### src/rtl/logic_unit_pipe.sv
// logic_unit_pipe: two-stage valid/ready bitwise logic unit (8 operations) with an
// accumulator that can stand in for operand b, holding the most recent result.
module logic_unit_pipe #(
    parameter int WIDTH = 8
) (
    input  logic             clk,
    input  logic             reset,
    input  logic             in_valid,
    output logic             in_ready,
    input  logic [WIDTH-1:0] a,
    input  logic [WIDTH-1:0] b,
    input  logic [2:0]       op,
    input  logic             acc_mode,
    output logic             out_valid,
    input  logic             out_ready,
    output logic [WIDTH-1:0] result,
    output logic             zero,
    output logic             ones
);

    function automatic logic [WIDTH-1:0] logic_op(
        input logic [2:0]       sel,
        input logic [WIDTH-1:0] x,
        input logic [WIDTH-1:0] y
    );
        logic [WIDTH-1:0] r;
        case (sel)
            3'd0:    r = x & y;
            3'd1:    r = ~(x & y);
            3'd2:    r = x | y;
            3'd3:    r = ~(x | y);
            3'd4:    r = x ^ y;
            3'd5:    r = ~(x ^ y);
            3'd6:    r = ~x;
            default: r = x;
        endcase
        return r;
    endfunction

    logic             vld_p1;
    logic [WIDTH-1:0] a_p1;
    logic [WIDTH-1:0] b_p1;
    logic [2:0]       op_p1;
    logic             acc_mode_p1;

    logic             vld_p2;
    logic [WIDTH-1:0] result_p2;
    logic             zero_p2;
    logic             ones_p2;
    logic [WIDTH-1:0] acc;

    logic             in_xfer;
    logic             s2_adv;
    logic [WIDTH-1:0] b_eff_p1;
    logic [WIDTH-1:0] res_p1;

    assign s2_adv   = vld_p1 && (!vld_p2 || out_ready);
    assign in_ready = !reset && (!vld_p1 || s2_adv);
    assign in_xfer  = in_valid && in_ready;

    // ---- stage 0 -> 1: operand capture (data registers need no reset) ----
    always_ff @(posedge clk) begin
        if (in_xfer) begin
            a_p1        <= a;
            b_p1        <= b;
            op_p1       <= op;
            acc_mode_p1 <= acc_mode;
        end
    end

    always_ff @(posedge clk) begin
        if (reset) begin
            vld_p1 <= 1'b0;
        end else if (in_xfer) begin
            vld_p1 <= 1'b1;
        end else if (s2_adv) begin
            vld_p1 <= 1'b0;
        end
    end

    // ---- stage 1 -> 2: compute, register result/flags, update accumulator ----
    assign b_eff_p1 = acc_mode_p1 ? acc : b_p1;
    assign res_p1   = logic_op(op_p1, a_p1, b_eff_p1);

    // Result, flags and acc carry defined reset values, so they share the control reset.
    always_ff @(posedge clk) begin
        if (reset) begin
            vld_p2    <= 1'b0;
            result_p2 <= '0;
            zero_p2   <= 1'b1;
            ones_p2   <= 1'b0;
            acc       <= '0;
        end else if (s2_adv) begin
            vld_p2    <= 1'b1;
            result_p2 <= res_p1;
            zero_p2   <= ~|res_p1;
            ones_p2   <= &res_p1;
            acc       <= res_p1;
        end else if (out_ready) begin
            vld_p2    <= 1'b0;
        end
    end

    assign out_valid = vld_p2;
    assign result    = result_p2;
    assign zero      = zero_p2;
    assign ones      = ones_p2;

endmodule

### config.mk
export PLATFORM = sky130hd
export DESIGN_NAME = logic_unit_pipe
export DESIGN_NICKNAME = d
export VERILOG_FILES = /design/src/rtl/logic_unit_pipe.sv
export SDC_FILE = /design/constraint.sdc
export NUM_CORES = 1
export LEC_CHECK = 0
export ABC_AREA = 0
export BUFFER_PORTS_ARGS = -buffer_cell sky130_fd_sc_hd__buf_4
export CAP_MARGIN = 20
export CELL_PAD_IN_SITES_DETAIL_PLACEMENT = 0
export CELL_PAD_IN_SITES_GLOBAL_PLACEMENT = 1
export CORE_ASPECT_RATIO = 0.6
export CORE_MARGIN = 3
export CORE_UTILIZATION = 35
export DETAILED_ROUTE_END_ITERATION = 12
export GPL_ROUTABILITY_DRIVEN = 0
export PLACE_DENSITY_LB_ADDON = 0.1
export SLEW_MARGIN = 20
export SYNTH_ARGS = -nofsm -noshare
export SYNTH_HDL_FRONTEND = slang
export SYNTH_SLANG_ARGS = --single-unit
### constraint.sdc
create_clock -name clk -period 3.41 [get_ports clk]
set_clock_uncertainty 0.1 [all_clocks]
set_input_delay 0.1705 -clock clk [delete_from_list [all_inputs] [get_ports clk]]
set_output_delay 0.1705 -clock clk [all_outputs]
set_load 0.02 [all_outputs]
### Word-level counts from Yosys, hierarchy flattened

Index checks and enable logic that the tools add are counted.
Widths: inputs -> output; s select.

| word-level totals | value |
|---|---|
| flip-flop bits (word level) | 32 |
| input bits | 24 |
| output and inout port bits | 12 |
| logic and storage cells | 42 |

| cells by class | value |
|---|---|
| equal/unequal tests | 6 |
| multiplexer cells | 6 |
| bitwise operators | 7 |
| reduce and logical (&&, ||, !) cells | 14 |

Operators with widths:

| kind | number |
|---|---|
| $pmux 8 s7 | 1 |
| $not 8->8 | 4 |
| $eq 3x3->1 const B | 3 |
| $and 8x8->8 | 1 |
| $mux 8 | 1 |
| $or 8x8->8 | 1 |
| $reduce_and 8->1 | 1 |
| $reduce_or 8->1 | 1 |
| $xor 8x8->8 | 1 |
| $eq 3x2->1 const B | 2 |
| $logic_not 1->1 | 4 |
| $mux 1 | 4 |
| $reduce_bool 2->1 | 2 |
| $eq 3x1->1 const B | 1 |
| $logic_and 1x1->1 | 3 |
| $logic_not 3->1 | 1 |
| $logic_or 1x1->1 | 2 |

### Depth between registers and ports, before layout

Gate-level depths: netlist of run 1.

| depth | value |
|---|---|
| word-level depth | 7 |
| gate-level depth with buffers | 10 |
| depth with buffers taken out | 9 |

### Worst setup path before layout of run 1

OpenSTA, ideal clock, no wires.

| path | value |
|---|---|
| path type | flip-flop to flip-flop |
| from | register acc_mode_p1 |
| to | register zero_p2, in the netlist zero |
| arrival time | 2.421 ns |
| data required time | 3.226 ns |
| path slack | 0.805 ns |
| stages on the path, launching flop included | 10 |
| path buffers | 1 |
| period minus slack after synthesis | 2.605 ns |
| cell sequence | edfxtp_1 > clkbuf_1 > mux2i_1 > ha_1 > inv_1 > mux4_2 > or3_1 > nor3_2 > o21ai_1 > o31ai_2 |

| between the ends | value |
|---|---|
| cells in the longest elaborated chain, start to end | 6 |
| elaborated cells on any way between the ends | 10 |
| classes of those cells | mux: 2; bitwise: 6; reduce/logical: 2 |

Ends and longest elaborated chain:

| what | RTL line | text |
|---|---|---|
| from (decl) | 44 | `logic acc_mode_p1;` |
| from (signal assigned) | 67 | `acc_mode_p1 <= acc_mode;` |
| $mux 8 (*) | 82 | `assign b_eff_p1 = acc_mode_p1 ? acc : b_p1;` |
| $xor 8x8->8 (tied with other cells) | 32, 33 |  |
| $not 8->8, on equally long branches | 33, 29, 31 |  |
| $pmux 8 s7 (*) | 27 | `case (sel)` |
| $reduce_or 8->1 (*) | 96 | `zero_p2 <= ~\|res_p1;` |
| $logic_not 1->1 (*) | 96 |  |
| to (signal assigned) | 96 |  |
| to (decl) | 48 | `logic zero_p2;` |

Every way passes the cells marked *; elsewhere a longest branch is shown, timed or not.
A chain may end at the register's enable or synchronous reset.

### Worst setup path in the final report of run 1

Same ends and word-level chain as after synthesis.

==> run_results.csv, run 1 <==
group,metric,value,unit
clocking,clock_path_buffers,2,
global_routing,antenna_found_initial,0,
cells_and_area,num_antenna_cells,0,
job,drv_cap,0,
yosys,synth_simple_gate_area_share,0.129,
power,vdd_drop_max,0.198,mV
power,p_total,0.907,mW
cells_and_area,layout.nets,280,
detailed_routing,wl_per_cell,14.4,µm
yosys,synth_area,0.00192,mm²
clocking,clk_pin_slew_worst_paths,70,ps
yosys,yosysTopAreaCell,"edfxtp_1",
cells_and_area,drive_gt1_frac,0.203,
yosys,avgSynthCellArea,10.3,µm²
yosys,synth_top_family_by_area,"simple AND/OR/NAND/NOR gates",
yosys,seq_area_frac_synth,0.438,
clocking,root_buffer,"clkbuf_8",
timing,min_period_over_period,0.815,
place,io_buffer_count,35,
floorplan,start_util,0.370,
yosys,synth_xor_area_frac,0.0320,
cells_and_area,fin_cells,307,
yosys,synthCells,187,
power,power.share.clock,0.309,
yosys,synth_top_area_frac,0.313,
yosys,synthAdderAreaFrac,0.104,
power,internal_power,0.666,mW
detailed_routing,ant_nets,0,
global_routing,gr-usage-met1,0.209,
clocking,clock_latency,280,ps
place,dp_worst_setup_slack,598,ps
worst_setup_path,worst_setup_path_end_kind,"register",
yosys,synth_compound_area_frac,0.116,
floorplan,dieArea,0.00643,mm²
place,place_inst,279,
detailed_routing,drt-pass1-iter-count,4,
detailed_routing,drt-vias-per-instance,5.02,
worst_setup_path,worstSetupStartpointType,"register",
floorplan,chipWidth,102,µm
detailed_routing,drc,0,
global_routing,grt_max_degree,22,
worst_hold_path,whs_endpoint,"vld_p1$_SDFFE_PP0P_",
timing,hold_violations,0,
floorplan,io-pin-count,36,
yosys,synth_seq_cells,32,
timing,max_slew_margin,0.361,
detailed_routing,drtIter0Drc,46,
floorplan,fp.dieH,63.3,µm
yosys,ys_types,44,
timing,finalSetupViolCount,0,
floorplan,placementRows,20,
clocking,cts_tree,"done",
cells_and_area,syn2layout_area_growth,30.3,%
cells_and_area,layout_commonest_cell,"buf_4",
worst_setup_path,required,3510,ps
cells_and_area,mostFrequentLayoutCells,"buf_4 (36), inv_1 (24), edfxtp_1 (20), dlygate4sd3_1 (20), nor2_1 (19)",
global_routing,grt_util_met3,0.0476,
yosys,yosys-top-cells-area,"edfxtp_1 (31%), dfxtp_1 (13%), ha_1 (10%)",
worst_hold_path,hp-class,"input port to register",
power,p_seq_frac,0.498,
timing,fin_hold_ws,4.48,ps
power,p_leak,1.10,nW
power,power_switching,0.241,mW
worst_setup_path,r2r_setup_slack,630,ps
yosys,synth_edf_count,20,
global_routing,grt_pass1_vias,1557,
yosys,synth.area.mux_share,0.101,
clocking,cts_sinks,32,
timing,timing.setup.tns,0,ps
place,hpwl,3210,µm
worst_setup_path,reg2reg_depth,8,
timing,rsz0062_at_grt,"false",
yosys,async_reset_ff_frac,0,
clocking,cts_resized,0,
clocking,cts_buffers,5,
timing,fin_ws,630,ps
timing,worst_slew_pin_slew,959,ps
yosys,syn_nets,227,
worst_setup_path,crit_fanout,8,
power,power_density,363,mW/mm²
worst_hold_path,hold_path.startpoint,"in_valid",
cells_and_area,n_fill_cell,484,
power,swShare,0.266,
worst_setup_path,critPathArrivalTime,2880,ps
worst_setup_path,r2r_end,"zero$_SDFFE_PP1P_",
timing,drv_slew,0,
worst_setup_path,reg2reg_from,"acc_mode_p1$_DFFE_PP_",
global_routing,grt_pass1_wl,7390,µm
floorplan,core,0.00518,mm²
global_routing,gr-total-overflow,0,
yosys,ys_warn_count,0,
global_routing,grt-busiest-layer,"met2",
global_routing,track_usage,0.149,
global_routing,grt_util_met2,0.228,
timing,period_minus_slack,2780,ps
detailed_routing,drt_wl_total,4410,µm
timing,fmax,360,MHz
power,combPwrFrac,0.193,
worst_hold_path,hold_depth,3,
worst_setup_path,path_class,"register to register",
detailed_routing,vias,1541,
yosys,synthFlopType,"edfxtp_1",
outcome,outcome,"completed",
clocking,h-tree-depth,2,
==> flip-flops by register name, indices dropped and copies added (netlist names) <==
signal,flops
a_p1,8
acc,8
b_p1,8
op_p1,3
acc_mode_p1,1
ones,1
out_valid,1
vld_p1,1
zero,1
==> routing by layer <==
metal,up-vias,part of all wire
li1,754,-
met1,742,0.52
met4,0,0.0025
met5,-,0
met3,2,0.062
met2,43,0.42
==> area by class of cell <==
| class | instances | area (µm²) | share of cell area |
|---|---|---|---|
| Sequential cell | 32 | 841 | 0.337 |
| Tap cell | 66 | 82.6 | 0.0330 |
| Clock inverter | 1 | 5.00 | 0.00200 |
| Inverter | 26 | 97.6 | 0.0391 |
| Multi-Input combinational cell | 119 | 926 | 0.371 |
| Timing Repair Buffer | 56 | 470 | 0.188 |
| Clock buffer | 7 | 76.3 | 0.0305 |
==> worst max-delay path by stage <==
stage                     slack (ps)                  start           endpoint  depth (start not counted)
after global placement           760  acc_mode_p1$_DFFE_PP_  zero$_SDFFE_PP1P_                          8
after floorplan                  800  acc_mode_p1$_DFFE_PP_  zero$_SDFFE_PP1P_                          9
after global routing             470  acc_mode_p1$_DFFE_PP_  zero$_SDFFE_PP1P_                          8
after CTS                        570  acc_mode_p1$_DFFE_PP_  zero$_SDFFE_PP1P_                          8
after detailed placement         600  acc_mode_p1$_DFFE_PP_  zero$_SDFFE_PP1P_                          8
final                            630  acc_mode_p1$_DFFE_PP_  zero$_SDFFE_PP1P_                          8
==> metrics by stage <==
| stage | utilization | instance area, µm² |
|---|---|---|
| finish | 0.482 | 2500 |
| global route | 0.482 | 2500 |
| CTS | 0.482 | 2500 |
| detailed placement | 0.428 | 2220 |
| global placement | 0.428 | 2220 |
| floorplan | - | 1920 |
==> cell usage after synthesis, types with 3 or more instances <==
master    number
nor3_1         6
nor2_1        19
xnor2_1        6
mux4_2         3
edfxtp_1      20
a21oi_1       12
nand2b_1       5
inv_1         24
ha_1          16
dfxtp_1       12
nand2_1        9
clkbuf_1       6
mux2i_1       10
==> worst max-delay path: stages (launching register included) <==
cell and delay (ps):
edfxtp_1 680, mux2i_1 200, ha_1 310, inv_1 30
mux4_2 480, or3_1 420, nor3_2 120, o21ai_1 90
o31ai_2 250
==> cell families (layout without fill, tap and decap cells) <==
group,count (synthesis),after routing
adders and majority gates,16,16
and+or+nand+nor,51,51
xor gates and xnor gates,7,7
DFF,32,32
buffers and inverters,36,90
AOI/OAI and AO/OA,31,31
muxes,14,14
==> what timing repair did <==
action | in CTS | in global routing
hold buffers | 20 | 0
endpoints found under the setup margin | 0 | 0
hold endpoints to repair | 20 | 0
buffers inserted | 0 | 0
==> power groups by stage <==
stage | Sequential, mW | Clock (mW) | Combinational [mW]
2_1_floorplan | 0.459 | 0 | 0.101
3_3_place_gp | 0.460 | 0 | 0.152
3_5_place_dp | 0.461 | 0 | 0.158
4_1_cts | 0.452 | 0.290 | 0.177
5_1_grt | 0.455 | 0.307 | 0.197
6_report | 0.452 | 0.281 | 0.175
Power figures use the tool's default switching activity.
==> run 2: changes to the inputs <==
==> constraint.sdc (replaced) <==
create_clock -name clk -period 2.64 [get_ports clk]
set_clock_uncertainty 0.1 [all_clocks]
set_input_delay 0.132 -clock clk [delete_from_list [all_inputs] [get_ports clk]]
set_output_delay 0.132 -clock clk [all_outputs]
set_load 0.02 [all_outputs]
==> run 2 against run 1 <==
Core utilization is 3.2 points higher. Flip-flop and latch count unchanged. Power is 37% higher. Sequential power increased by 28%. First-iteration DRC count rose by 80%. Largest cell class unchanged. Wire length is 10% higher. Clock power up 41%. Worst hold slack gained 37 ps. Final cell count increased by 4.9%.
==> run_results.csv, run 2 (synthesized netlist as in run 1, its figures left out) <==
group,metric,value,unit
worst_setup_path,r2r_end,"ones$_SDFFE_PP0P_",
timing,fin_ws,70.5,ps
worst_setup_path,cp_num_cells,10,
cells_and_area,syn2layout_area_growth,38.8,%
timing,max_slew_margin,0.481,
detailed_routing,drt-pass1-iter-count,5,
timing,worst_slew_pin_slew,778,ps
clocking,h-tree-depth,2,
cells_and_area,top_regs,"a_p1 (8), acc (8), b_p1 (8)",
clocking,clock_path_buffers,2,
detailed_routing,vias,1594,
floorplan,start_util,0.370,
worst_setup_path,slowest_delay,500,ps
worst_setup_path,path_cells,"buf_6 > buf_6 > mux2i_2 > ha_1 > inv_1 > mux4_2 > xnor2_2 > nor3_2 > nand4b_1 > o31ai_2",
global_routing,grt_pass1_wl,8160,µm
detailed_routing,drt-vias-per-instance,4.95,
global_routing,track_usage,0.164,
floorplan,placementRows,20,
floorplan,dieArea,0.00643,mm²
worst_setup_path,reg2reg_from,"acc_mode_p1$_DFFE_PP_",
worst_setup_path,critPathArrivalTime,2680,ps
power,p_total,1.24,mW
place,dp_worst_setup_slack,13.2,ps
worst_setup_path,cp_top_family,"multiplexers",
cells_and_area,stdcell_area,0.00266,mm²
worst_setup_path,required,2750,ps
cells_and_area,fin_cells,322,
worst_hold_path,hp-class,"input port to register",
job,drv_cap,0,
place,place_inst,286,
cells_and_area,num_antenna_cells,0,
clocking,root_buffer,"clkbuf_8",
clocking,cts_tree,"done",
timing,fin_hold_ws,41.1,ps
place,hpwl,3350,µm
detailed_routing,drc,0,
worst_setup_path,worst_setup_path_end_kind,"register",
cells_and_area,layout_commonest_cell,"buf_4",
detailed_routing,drtIter0Drc,83,
floorplan,fp.dieH,63.3,µm
global_routing,grt_max_degree,21,
worst_setup_path,crit_top_cell,"buf_6",
worst_setup_path,crit_end,"ones$_SDFFE_PP0P_",
floorplan,io-pin-count,36,
clocking,clock_latency,290,ps
place,place_area,0.00227,mm²
clocking,clk_pin_slew_worst_paths,70,ps
detailed_routing,wl_per_cell,15.1,µm
timing,finalSetupViolCount,0,
worst_setup_path,cp_slowest_cell,"mux4_2",
floorplan,chipWidth,102,µm
power,power_density,467,mW/mm²
cells_and_area,n_fill_cell,459,
cells_and_area,drive_gt1_frac,0.281,
clocking,cts_buffers,5,
outcome,outcome,"completed",
global_routing,gr-total-overflow,0,
place,io_buffer_count,35,
cells_and_area,mostFrequentLayoutCells,"buf_4 (48), inv_1 (24), dlygate4sd3_1 (21)",
floorplan,core,0.00518,mm²
power,p_leak,1.18,nW
worst_setup_path,r2r_setup_slack,70,ps
detailed_routing,drt_wl_total,4870,µm
timing,hold_violations,0,
worst_setup_path,worstSetupStartpointType,"register",
clocking,cts_sinks,32,
worst_setup_path,cp-startpoint,"acc_mode_p1$_DFFE_PP_",
global_routing,antenna_found_initial,0,
global_routing,grt_pass1_vias,1759,
detailed_routing,ant_nets,0,
power,vdd_drop_max,0.224,mV
worst_setup_path,path_class,"register to register",
worst_setup_path,reg2reg_depth,10,
cells_and_area,layout.nets,295,
worst_setup_path,crit_buf_inv,3,
timing,min_period_over_period,0.973,
timing,fmax,389,MHz
timing,drv_slew,0,
worst_setup_path,crit_fanout,4,
timing,rsz0062_at_grt,"true",
timing,period_minus_slack,2570,ps
[run 2: repair_timing]
item                                    CTS  global route
pin swaps                                 0             3
hold endpoints to repair                 21             0
setup buffers                             2             5
gates cloned                              0             0
endpoints found under the setup margin    1             2
hold buffers                             21             0
resized for setup                         0             9
[run 2: power breakdown]
part           switching [mW]  leakage (nW)  internal (mW)  total, mW
Combinational           0.125         0.848          0.142      0.267
Clock                   0.188        0.0510          0.208      0.396
Sequential             0.0216         0.286          0.558      0.579
[run 2: how the worst min path moves through the flow]
stage / from / to / cells after the start
finish: reset / acc[5]$_SDFFE_PP0P_ / 2
floorplan: a[0] / a_p1[0]$_DFFE_PP_ / 0
global placement: b[1] / b_p1[1]$_DFFE_PP_ / 1
CTS: reset / acc[4]$_SDFFE_PP0P_ / 2
detailed placement: a[1] / a_p1[1]$_DFFE_PP_ / 1
global route: reset / acc[4]$_SDFFE_PP0P_ / 2
[run 2: area by class of cell]
cell class	count	area (µm²)	share of cell area
Tap cell	66	82.6	0.0310
Sequential cell	32	841	0.316
Timing Repair Buffer	71	593	0.223
Clock buffer	6	82.6	0.0310
Inverter	26	97.6	0.0367
Multi-Input combinational cell	119	956	0.359
Clock inverter	2	10.0	0.00376
[run 2: layer usage]
| layer | up-vias | wire [µm] | global-route usage |
|---|---|---|---|
| met3 | 7 | 271 | 0.0454 |
| met2 | 57 | 2110 | 0.258 |
| met1 | 747 | 2460 | 0.222 |
| met5 | - | 0 | 0 |
| met4 | 0 | 40 | 0.0464 |
| li1 | 783 | - | - |
[run 2: stage by stage]
step,utilization,TNS [ps]
after detailed placement,0.438,0
final,0.514,0
after CTS,0.500,0
after global placement,0.438,0
after global routing,0.514,-51.8
after floorplan,-,0
==> run 3: changes to the inputs <==
--- a/config.mk
+++ b/config.mk
@@ -10,12 +10,12 @@
 export CAP_MARGIN = 20
 export CELL_PAD_IN_SITES_DETAIL_PLACEMENT = 0
 export CELL_PAD_IN_SITES_GLOBAL_PLACEMENT = 1
-export CORE_ASPECT_RATIO = 0.6
+export CORE_ASPECT_RATIO = 1.75
 export CORE_MARGIN = 3
 export CORE_UTILIZATION = 35
 export DETAILED_ROUTE_END_ITERATION = 12
 export GPL_ROUTABILITY_DRIVEN = 0
-export PLACE_DENSITY_LB_ADDON = 0.1
+export PLACE_DENSITY = 0.7
 export SLEW_MARGIN = 20
 export SYNTH_ARGS = -nofsm -noshare
 export SYNTH_HDL_FRONTEND = slang
==> run 3 against run 2 <==
Via count down 2.4%. Non-clock buffer count is 1 higher. Combinational power shrank 4%. Clock power up 4%. Critical endpoint unchanged. Largest power group unchanged.
==> run_results.csv, run 3 (synthesized netlist as in run 1, its figures left out) <==
group,metric,value,unit
floorplan,placementRows,35,
worst_hold_path,hold_depth,2,
clocking,cts_sinks,32,
power,p_leak,1.18,nW
detailed_routing,wl_met2,2510,µm
worst_setup_path,path_class,"register to register",
floorplan,dieArea,0.00644,mm²
power,vdd_drop_max,0.292,mV
clocking,h-tree-depth,2,
place,hpwl,3150,µm
detailed_routing,top_layer_used,"met4",
detailed_routing,drc,0,
worst_setup_path,r2r_end,"ones$_SDFFE_PP0P_",
worst_setup_path,required,2750,ps
detailed_routing,drt_wl_total,4290,µm
worst_setup_path,critPathArrivalTime,2650,ps
global_routing,grt_pass1_wl,7230,µm
power,p_total,1.24,mW
cells_and_area,n_fill_cell,524,
detailed_routing,drt-pass1-iter-count,6,
floorplan,chipWidth,62.0,µm
timing,hold_violations,0,
global_routing,grt_max_degree,21,
cells_and_area,final_core_util,0.504,
cells_and_area,mostFrequentLayoutCells,"buf_4 (51), inv_1 (24), dlygate4sd3_1 (21)",
global_routing,track_usage,0.150,
detailed_routing,ant_nets,0,
worst_setup_path,crit_fanout,6,
floorplan,core,0.00530,mm²
cells_and_area,layout_commonest_cell,"buf_4",
global_routing,antenna_found_initial,0,
clocking,clock_latency,280,ps
clocking,cts_tree,"done",
timing,rsz0062_at_grt,"true",
timing,max_slew_margin,0.626,
floorplan,io-pin-count,36,
floorplan,start_util,0.362,
clocking,cts_buffers,5,
cells_and_area,layout.nets,296,
place,io_buffer_count,35,
worst_setup_path,path_cells,"mux2i_2 > ha_1 > inv_1 > mux4_2 > or3_4 > o22a_1 > o31ai_2",
cells_and_area,regArea,841,µm²
cells_and_area,num_antenna_cells,0,
worst_setup_path,reg2reg_from,"acc_mode_p1$_DFFE_PP_",
detailed_routing,wl_met3,150,µm
cells_and_area,syn2layout_area_growth,39.3,%
worst_setup_path,worst_setup_path_end_kind,"register",
worst_setup_path,cp_slowest_cell,"edfxtp_1",
worst_setup_path,worstSetupStartpointType,"register",
global_routing,grt_pass1_vias,1632,
detailed_routing,wl_per_cell,13.0,µm
detailed_routing,drt-vias-per-instance,4.72,
place,dp_worst_setup_slack,43.4,ps
job,drv_cap,0,
global_routing,gr-total-overflow,0,
timing,period_minus_slack,2550,ps
cells_and_area,multi_input_area,951,µm²
worst_setup_path,r2r_setup_slack,90,ps
worst_setup_path,slowest_delay,530,ps
timing,timing.setup.tns,0,ps
timing,worst_slew_pin_slew,560,ps
timing,fin_ws,92.6,ps
timing,finalSetupViolCount,0,
timing,fmax,393,MHz
worst_hold_path,hold_path.startpoint,"reset",
floorplan,fp.dieH,104,µm
cells_and_area,top_regs,"a_p1 (8), acc (8), b_p1 (8)",
worst_hold_path,hp-class,"input port to register",
power,power_density,466,mW/mm²
clocking,clk_pin_slew_worst_paths,70,ps
timing,min_period_over_period,0.965,
detailed_routing,wl_met1,1500,µm
clocking,root_buffer,"clkbuf_8",
cells_and_area,drive_gt1_frac,0.273,
worst_hold_path,whs_endpoint,"acc[5]$_SDFFE_PP0P_",
clocking,clock_path_buffers,2,
worst_setup_path,reg2reg_depth,7,
timing,fin_hold_ws,31.3,ps
outcome,outcome,"completed",
detailed_routing,vias,1556,
timing,drv_slew,0,
detailed_routing,drtIter0Drc,46,
run 3: cell types whose count changed in the layout (fill, tap and decap cells not counted):
cell,change
nor3_1,+1
mux4_1,+1
clkbuf_8,+1
clkinv_2,-2
mux2i_2,+1
mux4_2,-1
buf_4,+3
xnor2_1,+1
xnor2_2,-1
mux2i_1,-1
buf_6,-2
nor3_2,-1
run 3: per-layer routing:
layer	vias to the layer above	global-route usage
met5	-	0
met4	0	0.0804
met3	11	0.0286
met2	33	0.271
met1	729	0.147
li1	783	-
run 3: worst max path at each step:
stage	start	end	slack (ps)	cells after the start
4_1_cts	acc_mode_p1$_DFFE_PP_	zero$_SDFFE_PP1P_	30	8
3_5_place_dp	acc_mode_p1$_DFFE_PP_	zero$_SDFFE_PP1P_	40	8
5_1_grt	acc_mode_p1$_DFFE_PP_	ones$_SDFFE_PP0P_	-30	9
3_3_place_gp	acc_mode_p1$_DFFE_PP_	zero$_SDFFE_PP1P_	110	8
2_1_floorplan	acc_mode_p1$_DFFE_PP_	zero$_SDFFE_PP1P_	30	9
6_report	acc_mode_p1$_DFFE_PP_	ones$_SDFFE_PP0P_	90	7
run 3: repair_timing:
item	4_1_cts	5_1_grt
endpoints found under the hold margin	21	0
hold buffers	21	0
gates resized for setup	0	5
buffers inserted	0	2
endpoints found under the setup margin	0	3
run 3: area by class of cell:
type                            count  area share
Sequential cell                    32       0.315
Multi-Input combinational cell    119       0.356
Tap cell                           74      0.0347
Clock buffer                        7      0.0361
Timing Repair Buffer               72       0.222
Inverter                           26      0.0365
run 3: power breakdown:
group          internal, mW  total, mW  switching [mW]
clock network         0.232      0.410           0.178
logic                 0.139      0.256           0.116
registers             0.558      0.579          0.0210
total                 0.930       1.24           0.315
run 3: worst max-delay path: cells and delay by family, from the launching register on:
| family | cells | cell delay [ps] |
|---|---|---|
| AOI/OAI and AO/OA | 2 | 410 |
| adders and majority gates | 1 | 290 |
| buffers and inverters | 1 | 30 |
| DFF | 1 | 530 |
| muxes | 2 | 710 |
| and+or+nand+nor | 1 | 390 |
run 3: per-stage QoR:
step / cell area [µm²] / std cells
global placement: 2320 / 300
floorplan: 1920 / 187
global route: 2670 / 330
CTS: 2630 / 328
detailed placement: 2320 / 300
finish: 2670 / 330
